File: src/rtl/pipeline_pkg.sv
// pipeline_pkg: shared instruction-field positions, history slot and hazard FSM types
package pipeline_pkg;
  localparam int REG_W  = 5;
  localparam int RS_LSB = 21;
  localparam int RT_LSB = 16;
  localparam int RD_LSB = 11;
  typedef struct packed {
    logic [REG_W-1:0] dest;
    logic             is_load;
  } hist_slot_t;
  typedef enum logic [1:0] {
    RUN    = 2'd0,
    HAZARD = 2'd1,
    FROZEN = 2'd2
  } hz_state_t;
endpackage

File: src/rtl/hazard_match.sv
// hazard_match: flags an in-flight destination that matches a source register of ID
module hazard_match
  import pipeline_pkg::*;
(
  input  hist_slot_t       i_slot,
  input  logic [REG_W-1:0] i_rs,
  input  logic [REG_W-1:0] i_rt,
  output logic             o_match
);
  assign o_match = (i_slot.dest != '0) && ((i_slot.dest == i_rs) || (i_slot.dest == i_rt));
endmodule

File: src/rtl/hazard_stall_ctrl.sv
// hazard_stall_ctrl: ID-stage stall/bubble decision with two-deep destination history
module hazard_stall_ctrl
  import pipeline_pkg::*;
#(
  parameter int STALL_CNT_W = 16
) (
  input  logic                   CLK,
  input  logic                   RESET,
  input  logic [31:0]            ID_Instr,
  input  logic                   ID_Valid,
  input  logic                   ID_RegWrite,
  input  logic                   ID_RegDest,
  input  logic                   ID_MemRead,
  input  logic                   ID_UsesRt,
  input  logic                   ID_IsBranch,
  input  logic                   ID_ReadsHiLo,
  input  logic                   MD_Busy,
  input  logic                   EXT_FREEZE,
  output logic                   IF_Freeze,
  output logic                   ID_Freeze,
  output logic                   EXE_Bubble,
  output logic [1:0]             Hz_State,
  output logic [STALL_CNT_W-1:0] Stall_Cycles
);
  hist_slot_t             r_exe, r_mem;
  hz_state_t              r_state;
  logic [STALL_CNT_W-1:0] r_cnt;
  logic [REG_W-1:0]       w_rs, w_rt, w_dest;
  logic                   w_m_exe, w_m_mem, w_hazard, w_unused;
  hz_state_t              w_next;
  hist_slot_t             w_push;

  assign w_rs     = ID_Instr[RS_LSB +: REG_W];
  assign w_rt     = ID_UsesRt ? ID_Instr[RT_LSB +: REG_W] : '0;
  assign w_dest   = (ID_RegWrite && ID_Valid) ?
                    (ID_RegDest ? ID_Instr[RD_LSB +: REG_W] : ID_Instr[RT_LSB +: REG_W]) : '0;
  assign w_unused = ^{ID_Instr[31:26], ID_Instr[10:0]};

  hazard_match u_match_exe (.i_slot(r_exe), .i_rs(w_rs), .i_rt(w_rt), .o_match(w_m_exe));
  hazard_match u_match_mem (.i_slot(r_mem), .i_rs(w_rs), .i_rt(w_rt), .o_match(w_m_mem));

  // Branches resolve in ID, so any EXE producer stalls them; only loads stall them from MEM.
  assign w_hazard = ID_Valid && ((r_exe.is_load && w_m_exe) ||
                                 (ID_IsBranch && w_m_exe) ||
                                 (ID_IsBranch && r_mem.is_load && w_m_mem) ||
                                 (ID_ReadsHiLo && MD_Busy));

  assign IF_Freeze    = w_hazard || EXT_FREEZE;
  assign ID_Freeze    = w_hazard || EXT_FREEZE;
  assign EXE_Bubble   = w_hazard && !EXT_FREEZE;
  assign Hz_State     = r_state;
  assign Stall_Cycles = r_cnt;

  always_comb begin
    w_next = EXT_FREEZE ? FROZEN : (w_hazard ? HAZARD : RUN);
    w_push = w_hazard ? hist_slot_t'('0) : hist_slot_t'{w_dest, ID_MemRead && (w_dest != '0)};
  end

  always_ff @(posedge CLK) begin
    if (RESET) begin
      r_exe   <= '0;
      r_mem   <= '0;
      r_state <= RUN;
      r_cnt   <= '0;
    end else begin
      r_state <= w_next;
      if (!EXT_FREEZE) begin
        r_mem <= r_exe;
        r_exe <= w_push;
      end
      if (EXE_Bubble && !(&r_cnt))
        r_cnt <= r_cnt + 1'b1;
    end
  end
endmodule

File: config.mk
export PLATFORM = sky130hd
export DESIGN_NAME = hazard_stall_ctrl
export DESIGN_NICKNAME = d
export VERILOG_FILES = /design/src/rtl/pipeline_pkg.sv /design/src/rtl/hazard_match.sv /design/src/rtl/hazard_stall_ctrl.sv
export SDC_FILE = /design/constraint.sdc
export NUM_CORES = 1
export LEC_CHECK = 0
export BUFFER_PORTS_ARGS = -buffer_cell sky130_fd_sc_hd__buf_2
export CELL_PAD_IN_SITES_DETAIL_PLACEMENT = 0
export CELL_PAD_IN_SITES_GLOBAL_PLACEMENT = 1
export CORE_MARGIN = 2
export CORE_UTILIZATION = 39
export DETAILED_ROUTE_END_ITERATION = 7
export PLACE_DENSITY_LB_ADDON = 0.1
export SLEW_MARGIN = 40
export SYNTH_ARGS = -nofsm -noshare
export SYNTH_HDL_FRONTEND = slang
export SYNTH_SLANG_ARGS = --single-unit
File: constraint.sdc
create_clock -name CLK -period 3.7 [get_ports CLK]
set_input_delay 0.185 -clock CLK [delete_from_list [all_inputs] [get_ports CLK]]
set_output_delay 0.185 -clock CLK [all_outputs]
set_load 0.03 [all_outputs]
==> After elaboration in Yosys (flattened, before gate mapping) <==
Index checks and enable logic that the tools add are counted.
{ "word_totals": {"register_bits": 30, "inputBits": 43, "out_inout_bits": 21} }
{ "op_classes": {"n_addsub": 1, "eq_ne": 4, "n_mux": 6, "reduce_logical": 25} }
{ "op_table": {"columns": ["operator", "n"], "rows": [
  ["$eq A5 B5 Y1", 4],
  ["$add A16 B1 Y16 const B", 1],
  ["$reduce_and A16 Y1", 1],
  ["$mux W5", 3],
  ["$reduce_bool A5 Y1", 3],
  ["$logic_and A1 B1 Y1", 12],
  ["$logic_or A1 B1 Y1", 6],
  ["$mux W6", 1],
  ["$logic_not A1 Y1", 2],
  ["$mux W2", 1],
  ["$reduce_or A2 Y1", 1],
  ["$mux W1", 1]
]} }

==> Longest topological paths before layout <==
Gate-level depths: netlist of the first run.
{ "logic_depth": {"ltp_word": 11, "mapped_depth": 9, "ltp_nobuf": 7} }

==> Cells and area by module <==
Synthesis of the first run repeated with hierarchy kept, for this count alone.
{ "hier_totals": {"hier_cells": 203, "hier_area_um2": 1788.0} }
{ "modules_own_cells": {"columns": ["module", "n_inst", "cells_per_inst", "area_each_um2", "seq_area_each_um2"], "rows": [
  ["hazard_stall_ctrl", 1, 169, 1540.2, 600.6],
  ["hazard_match", 2, 17, 123.9, 0.0]
]} }

==> Worst setup path before layout of the first run <==
OpenSTA, ideal clock, no wires.
{ "synth_timing": {"kind": "reg2reg", "start": "register r_cnt[3] (netlist: Stall_Cycles[3])", "end": "register r_cnt[0] (netlist: Stall_Cycles[0])", "setup_time_ns": 0.121, "t_arrival_ns": 2.047, "required_time_ns": 3.579, "path_slack_ns": 1.532, "path_stages_with_launch": 7, "cell_sequence": "dfxtp_1 > nand3_1 > nor2_1 > nand4_1 > nor3_2 > nor2_1 > mux2_4"} }
{ "synth_via": {"elab_chain_len": 3} }
{ "synth_rtl": {"columns": ["item", "line", "text"], "rows": [
  ["start: declaration", "hazard_stall_ctrl.sv:27", "logic [STALL_CNT_W-1:0] r_cnt;"],
  ["start signal: assignment", "hazard_stall_ctrl.sv:72", "r_cnt <= r_cnt + 1'b1;"],
  ["$reduce_and A16 Y1", "hazard_stall_ctrl.sv:71", "if (EXE_Bubble && !(&r_cnt))"],
  ["$logic_not A1 Y1", "hazard_stall_ctrl.sv:71", null],
  ["$logic_and A1 B1 Y1", "hazard_stall_ctrl.sv:71", null]
]} }
No other way between the ends.
A chain may end at the register's enable or synchronous reset.

==> Worst setup path in the final report of the first run <==
{ "layout_timing": {"start": "register r_mem[1] (netlist bit)", "end": "output port ID_Freeze"} }
{ "layout_via": {"elab_chain_len": 8} }
{ "layout_rtl": {"columns": ["item", "line", "text"], "rows": [
  ["start: declaration", "hazard_stall_ctrl.sv:25", "hist_slot_t r_exe, r_mem;"],
  ["start signal: assignment", "hazard_stall_ctrl.sv:68", "r_mem <= r_exe;"],
  ["$eq A5 B5 Y1", "hazard_match.sv:10", "assign o_match = (i_slot.dest != '0) && ((i_slot.dest == i_rs) || (i_slot.dest == i_rt));"],
  ["$logic_or A1 B1 Y1", "hazard_match.sv:10", null],
  ["$logic_and A1 B1 Y1 *", "hazard_match.sv:10", null],
  ["$logic_and A1 B1 Y1 *", "hazard_stall_ctrl.sv:45", "(ID_IsBranch && r_mem.is_load && w_m_mem) ||"],
  ["$logic_or A1 B1 Y1 *", "hazard_stall_ctrl.sv:44", "(ID_IsBranch && w_m_exe) ||"],
  ["$logic_or A1 B1 Y1 *", "hazard_stall_ctrl.sv:45", null],
  ["$logic_and A1 B1 Y1 *", "hazard_stall_ctrl.sv:43", "assign w_hazard = ID_Valid && ((r_exe.is_load && w_m_exe) ||"],
  ["$logic_or A1 B1 Y1 *", "hazard_stall_ctrl.sv:49", "assign ID_Freeze = w_hazard || EXT_FREEZE;"],
  ["end: declaration", "hazard_stall_ctrl.sv:20", "output logic ID_Freeze,"]
]} }
Mark *: on every way between the ends. The rest lies on a longest branch, timed or not.

==> results of run 1 <==
==> cells in the mapped netlist (all sizes together), types with 2 or more instances <==
library cell | count | area share, %
nor2 | 22 | 4.5
clkbuf | 5 | 0.99
dfxtp | 30 | 32
nor2b | 11 | 3.6
buf | 8 | 2.6
xnor2 | 4 | 1.9
o31ai | 7 | 4.4
mux2i | 7 | 3.7
nand2b | 2 | 0.66
nor3 | 10 | 3.2
a221oi | 2 | 1.6
o2111ai | 2 | 1.3
o21ai | 6 | 1.6
a21oi | 5 | 1.5
or4 | 4 | 1.6
xor2 | 11 | 5.1
o22ai | 2 | 0.66
nor4 | 4 | 1.3
o211ai | 2 | 0.80
nand3 | 17 | 4.5
nand4 | 5 | 1.7
or3 | 6 | 2.0
mux2 | 13 | 8.0
inv | 7 | 1.4
nand2 | 16 | 3.2
==> routing by layer <==
| metal | vias to the layer above | part of all wire, % | wire (µm) | track usage [%] |
|---|---|---|---|---|
| met4 | 0 | 1.5 | 68 | 6.667 |
| met2 | 25 | 41 | 1895 | 24.70 |
| li1 | 884 | - | - | - |
| met5 | - | 0 | 0 | 0 |
| met1 | 793 | 54 | 2489 | 28.78 |
| met3 | 7 | 2.9 | 133 | 3.841 |
==> worst max-delay path by stage <==
stage	to	slack, ns	depth (start not counted)
after floorplan	Stall_Cycles[0]	1.53	6
after global placement	Stall_Cycles[15]	1.29	8
after detailed placement	Stall_Cycles[0]	1.32	6
after CTS	IF_Freeze	1.04	5
after global routing	ID_Freeze	0.99	5
final	ID_Freeze	1.07	5
==> registers in the layout (all words and copies together) (netlist names) <==
signal        flops
Stall_Cycles     16
Hz_State          2
r_exe             6
r_mem             6
==> cells by family after synthesis <==
kind of cell	count (synthesis)	share of synthesized area (%)
adders and majority gates	1	0.6630
buffers and inverters	20	4.973
AOI/OAI and AO/OA	34	15.39
xor gates and xnor gates	15	6.963
DFF	30	31.83
muxes	20	11.67
and+or+nand+nor	102	28.52
==> stage by stage <==
step	util (%)	instance area, µm²	hold slack (ns)	total power, mW
after floorplan	-	1887	0.3392	0.4006
final	47.31	2220	0.1386	0.6977
after global placement	45.28	2125	0.4263	0.4287
after CTS	47.31	2220	0.1282	0.7095
after global routing	47.31	2220	0.1415	0.7332
after detailed placement	45.28	2125	0.4303	0.4291
==> cell type report <==
type | instances | area [µm²]
sequential | 30 | 600.6
multi-input combinational | 172 | 1192
fill | 478 | 2472
timing repair buffer | 47 | 237.7
inverter | 7 | 26.28
clock buffer | 6 | 82.58
clock inverter | 2 | 12.51
tap | 54 | 67.56
==> worst reg2reg max path, delay by kind of cell, from the launching register on <==
kind / cells / cell delay, ns
muxes: 1 / 0.33
DFF: 1 / 0.44
and+or+nand+nor: 5 / 1.54
==> report_power, final <==
part / leakage, nW / switching (mW) / internal, mW
Sequential: 0.242 / 0.00601 / 0.327
Combinational: 0.623 / 0.0517 / 0.0366
Clock: 0.0472 / 0.127 / 0.149
Total: 0.912 / 0.185 / 0.513
==> parameters.txt, run 1 <==
Parameter                              Value

STA
  Measured slew at the worst slew-check pin ... 0.7602 ns
  Hold Violations, Final ... 0
  Maximum clock rate ... 0.3802 GHz
  Layout Skew ... 0.007539 ns
  Final setup violating endpoints ... 0
  Final Worst Setup Slack ... 1.069 ns
  Final TNS setup ... 0 ns
  Clock period minus worst slack ... 2.631 ns
  Worst slew margin relative to its limit ... 49.32%
  RSZ-0062 raised after global routing ... no
  Max-slew violations ... 0
  Final cycle utilization of the critical path ... 71.10%

Global route
  Initial antenna violation count ... 0
  Largest net degree at the start of global routing ... 41
  Overall Global Routing Usage ... 18.54%
  First-pass GRT wire length ... 7.755 mm
  Vias in the first global route ... 1513
  Aggregate global routing overflow ... 0

Worst setup path
  Worst setup SP type ... flop
  Cell-by-cell listing of the critical path ... or4_1, o2111ai_2, a21oi_2, or4_1, buf_2
  Critical Path AT ... 2.45 ns
  Kind of cell with the highest combined delay on the critical path ... simple AND/OR/NAND/NOR gates
  Cell with the biggest individual delay on the critical path ... sky130_fd_sc_hd__or4_1
  Top cell by count, worst path ... sky130_fd_sc_hd__or4_1
  CP required ... 3.51 ns
  Buffers & Inverters on Critical Path ... 1
  Category of the most critical setup path ... reg2out
  Maximum fanout along the worst path ... 8
  Cells on worst reg2reg path ... 6
  Launch instance of the worst register-to-register path ... Stall_Cycles[3]
  R2r endpoint ... Stall_Cycles[0]
  Stage delay of the slowest cell on the critical path ... 0.72 ns
  Crit. Startpoint ... r_mem[1]
  Sort of element at the end of the critical path ... output port
  Slack of the worst reg-to-reg path ... 1.28 ns

Die
  Area of the core ... 4692 µm²
  Cell Rows ... 25
  Total die area ... 5410 µm²
  Die boundary height ... 73.56 µm
  Die boundary width ... 73.56 µm
  Initial core utilization ... 40.21%
  I/O pin cnt ... 64

Clocking
  Number of buffers on the longest clock path ... 2
  Clock slew at the register clock pins of the worst setup and hold paths ... 0.07 ns
  Clock net sink count ... 30
  Clock root buffer ... sky130_fd_sc_hd__clkbuf_8
  TritonCTS clock tree ... built
  TritonCTS Buffers ... 5
  Number of buffers inserted for hold repair after clock tree synthesis ... 0
  Clock insertion delay at the later pin of the skew report ... 0.28 ns
  H-tree levels ... 2
  Resized cells post-CTS ... 0
  Number of post-CTS setup repair buffers ... 0

Routing
  Length of the first detailed-routing pass in iterations ... 4
  # DRC ... 0
  Post-DR vias/cell ... 5.374
  Wirelength per Cell ... 14.42 µm
  First DRT Iteration DRCs ... 96
  Overall via count from detail_route ... 1709
  Number of routed nets with antenna violations ... 0
  Final wirelength ... 4.586 mm

Place
  I/O Buffers ... 46
  Worst setup slack before clock tree synthesis ... 1.317 ns
  Number of placed instances with taps included ... 310
  DP Wirelength ... 3.365 mm
  Placer congestion estimate ... 0.7801

Run status
  Result of the run ... complete, no violations

Yosys
  Async set-reset flop share out of synthesis ... 0%
  Synth Net Count ... 266
  Mapped Avg Cell Area ... 8.499 µm²
  Synth Warn # ... 0
  Part of the Yosys area used for sequential elements ... 31.83%
  Yosys reg bits ... 30
  Mapped Cells ... 222
  Prevailing post-synth register cell ... sky130_fd_sc_hd__dfxtp_1
  Unique masters post-synth ... 49
  Number of synthesized flops with an enable pin ... 0
  Synthesized cell area ... 1887 µm²

Hold path
  Critical hold path startpoint ... ID_MemRead
  Hold path depth ... 2
  Worst hold-check path type ... in2reg
  Terminating pin of the worst hold path ... r_exe[0]

Layout
  Non-filler instance count after layout ... 318
  Final-stage net count ... 307
  Layout-stage area growth over the synthesis result ... 17.64%
  Leading cell types in the layout, fill and taps excluded ... sky130_fd_sc_hd__buf_2, sky130_fd_sc_hd__dfxtp_1, sky130_fd_sc_hd__nor2_1
  Diodes inserted ... 0
  Commonest non-fill, non-tap cell in the layout ... sky130_fd_sc_hd__buf_2
  Proportion of layout cells with a drive suffix above 1 ... 28.79%

Pwr
  Peak supply drop ... 0.2224 mV
  Areal power density over the cells ... 314.3 nW/µm²
  Leakage dissipation ... 0.9125 nW

Run
  Number of max-capacitance violations reported ... 0
Power figures use the tool's default switching activity.
==> run 2, diff against run 1 <==
ABC_AREA = 1   (was unset)
CORE_UTILIZATION = 31   (was 39)
clock period = 2.4 ns   (was 3.7 ns; I/O delays follow)
==> run 2 against run 1 <==
Routed wire length up 8.0%. Via count up 7.4%. Utilization down 8.6 points. Critical path type is now reg2reg. Largest power group unchanged. Highest routed layer unchanged.
==> parameters.txt, run 2 <==
Parameter                              Value

Worst setup path
  Worst setup SP type ... flop
  Launch instance of the worst register-to-register path ... Stall_Cycles[3]
  Sort of element at the end of the critical path ... flop
  Cells on worst reg2reg path ... 9
  R2r endpoint ... Stall_Cycles[3]
  Slack of the worst reg-to-reg path ... 0.47 ns
  Cell with the biggest individual delay on the critical path ... sky130_fd_sc_hd__dfxtp_1
  Maximum fanout along the worst path ... 9
  CP required ... 2.62 ns
  Top cell by count, worst path ... sky130_fd_sc_hd__nand2_1
  Cell-by-cell listing of the critical path ... nand2_1, nor2_1, nand3_2, nor3_2, nand4_1, nand4_2, buf_4, nand2_1, a21oi_2
  Stage delay of the slowest cell on the critical path ... 0.42 ns
  Critical Path AT ... 2.14 ns
  Category of the most critical setup path ... reg2reg

STA
  Worst hold margin ... 0.1373 ns
  Layout Skew ... 0.008091 ns
  Final cycle utilization of the critical path ... 80.30%
  RSZ-0062 raised after global routing ... no
  Final setup violating endpoints ... 0
  Maximum clock rate ... 0.5189 GHz
  Measured slew at the worst slew-check pin ... 0.4833 ns
  Final TNS setup ... 0 ns
  Clock period minus worst slack ... 1.927 ns
  Max-slew violations ... 0
  Worst slew margin relative to its limit ... 67.71%
  Hold Violations, Final ... 0

Pwr
  Overall power of the completed layout ... 1.154 mW
  Internal power consumption ... 0.8576 mW
  Seq pwr share ... 44.1%
  Peak supply drop ... 0.2414 mV
  Net switching component of the power ... 0.2968 mW
  Net switching fraction of the power ... 25.71%
  Proportion of power drawn by the clock network ... 43.9%
  Areal power density over the cells ... 504.2 nW/µm²
  Leakage dissipation ... 1.018 nW
  Relative contribution of combinational cells to total power ... 12.0%

Global route
  Overall Global Routing Usage ... 16.27%
  Largest net degree at the start of global routing ... 19
  Vias in the first global route ... 1768
  Aggregate global routing overflow ... 0
  Initial antenna violation count ... 0
  First-pass GRT wire length ... 8.259 mm

Routing
  Post-DR vias/cell ... 4.545
  Overall via count from detail_route ... 1836
  Length of the first detailed-routing pass in iterations ... 4
  Final wirelength ... 4.953 mm
  First DRT Iteration DRCs ... 42
  Wirelength per Cell ... 12.26 µm
  # DRC ... 0
  Number of routed nets with antenna violations ... 0

Clocking
  Clock slew at the register clock pins of the worst setup and hold paths ... 0.07 ns
  Number of buffers inserted for hold repair after clock tree synthesis ... 0
  Number of buffers on the longest clock path ... 2
  Clock net sink count ... 30
  H-tree levels ... 2
  Resized cells post-CTS ... 0
  TritonCTS Buffers ... 5
  Clock insertion delay at the later pin of the skew report ... 0.29 ns
  Number of post-CTS setup repair buffers ... 0
  Clock root buffer ... sky130_fd_sc_hd__clkbuf_8
  TritonCTS clock tree ... built

Yosys
  Leading post-synthesis cells by instance count ... sky130_fd_sc_hd__nand2_1, sky130_fd_sc_hd__dfxtp_1, sky130_fd_sc_hd__inv_1, sky130_fd_sc_hd__nor2_1, sky130_fd_sc_hd__nand3_1
  Synthesized cell area ... 1898 µm²
  Yosys reg bits ... 30
  Synth Net Count ... 325
  Async set-reset flop share out of synthesis ... 0%
  Number of synthesized flops with an enable pin ... 0
  Largest cells by area after synthesis ... sky130_fd_sc_hd__dfxtp_1, sky130_fd_sc_hd__nand2_1, sky130_fd_sc_hd__inv_1
  Mapped Avg Cell Area ... 6.755 µm²
  Mapped Cells ... 281
  Synth Warn # ... 0
  Unique masters post-synth ... 28
  Portion of synthesized cell area occupied by the leading cell type ... 31.64%
  Prevailing post-synth register cell ... sky130_fd_sc_hd__dfxtp_1
  Library cell with the highest instance count after synthesis ... sky130_fd_sc_hd__nand2_1
  Part of the Yosys area used for sequential elements ... 31.64%
  Leading area contributor after synthesis ... sky130_fd_sc_hd__dfxtp_1

Die
  Area of the core ... 5921 µm²
  Die boundary width ... 82.25 µm
  Initial core utilization ... 32.06%
  Total die area ... 6765 µm²
  Die boundary height ... 82.25 µm
  Cell Rows ... 28
  I/O pin cnt ... 64

Place
  DP Wirelength ... 3.868 mm
  Placer congestion estimate ... 0.7769
  I/O Buffers ... 46

Run
  Number of max-capacitance violations reported ... 0

Layout
  Diodes inserted ... 0
  Commonest non-fill, non-tap cell in the layout ... sky130_fd_sc_hd__nand2_1
  Final-stage net count ... 372
  Flip-flop count of the largest register after layout ... 16
  Layout-stage area growth over the synthesis result ... 20.63%
  Leading cell types in the layout, fill and taps excluded ... sky130_fd_sc_hd__nand2_1, sky130_fd_sc_hd__buf_2, sky130_fd_sc_hd__dfxtp_1
  Proportion of layout cells with a drive suffix above 1 ... 25.84%

Hold path
  Hold path depth ... 3
  Critical hold path startpoint ... ID_Valid
  Terminating pin of the worst hold path ... Hz_State[0]
  Worst hold-check path type ... in2reg

Run status
  Result of the run ... complete, no violations
-- run 2: worst max-delay path by stage --
stage	startpoint	endpoint	slack, ns	depth (start not counted)
final	Stall_Cycles[3]	Stall_Cycles[3]	0.47	9
after global placement	Stall_Cycles[3]	Stall_Cycles[12]	0.44	10
after detailed placement	Stall_Cycles[3]	Stall_Cycles[12]	0.44	10
after CTS	Stall_Cycles[3]	Stall_Cycles[3]	0.42	9
after global routing	Stall_Cycles[3]	Stall_Cycles[12]	0.24	10
after floorplan	Stall_Cycles[0]	Stall_Cycles[2]	0.54	8
-- run 2: power groups by stage --
stage               registers (mW)  logic [mW]  clock network [mW]
floorplan                    0.523      0.0875                   0
global placement             0.520       0.142                   0
detailed placement           0.520       0.142                   0
CTS                          0.509       0.142               0.521
global route                 0.510       0.159               0.547
finish                       0.509       0.139               0.507
-- run 2: logic make-up (layout without fill, tap and decap cells) --
group / count (synthesis) / after routing / share of synthesized area (%)
xor+xnor: 20 / 20 / 9.228
simple gates: 159 / 159 / 38.30
fa+ha+maj: 1 / 1 / 0.6591
flops: 30 / 30 / 31.64
buf+inv: 34 / 82 / 7.910
compound gates: 37 / 37 / 12.26
-- run 2: worst max-delay path: cells and delay by family, from the launching register on --
family          cells  cell delay [ns]
compound gates      1             0.13
buf+inv             1             0.22
flops               1             0.42
simple gates        7             1.11
-- run 2: final cells by class --
class                   instances  area, µm²
flip-flops and latches         30      600.6
fillers                       668       3631
multi-input cells             217       1147
inverters                      27      101.3
well taps                      75      93.84
clock inverters                 3      40.04
clock buffers                   5      68.82
repair buffers                 47      237.7
-- run 2: per-layer routing --
metal	vias up	part of all wire (%)	GRT usage, %
li1	987	-	-
met1	820	44	18.36
met2	24	51	29.92
met3	5	3.5	3.913
met4	0	1.3	5.000
met5	-	0	0
-- run 2: per-stage QoR --
step / std cells / utilization, % / worst slack [ns] / instance area [µm²]
final: 404 / 38.67 / 0.4729 / 2290
after global routing: 404 / 38.67 / 0.2369 / 2290
after CTS: 404 / 38.67 / 0.4172 / 2290
after detailed placement: 396 / 36.83 / 0.4360 / 2181
after global placement: 396 / 36.83 / 0.4368 / 2181
after floorplan: 281 / - / 0.5371 / 1898
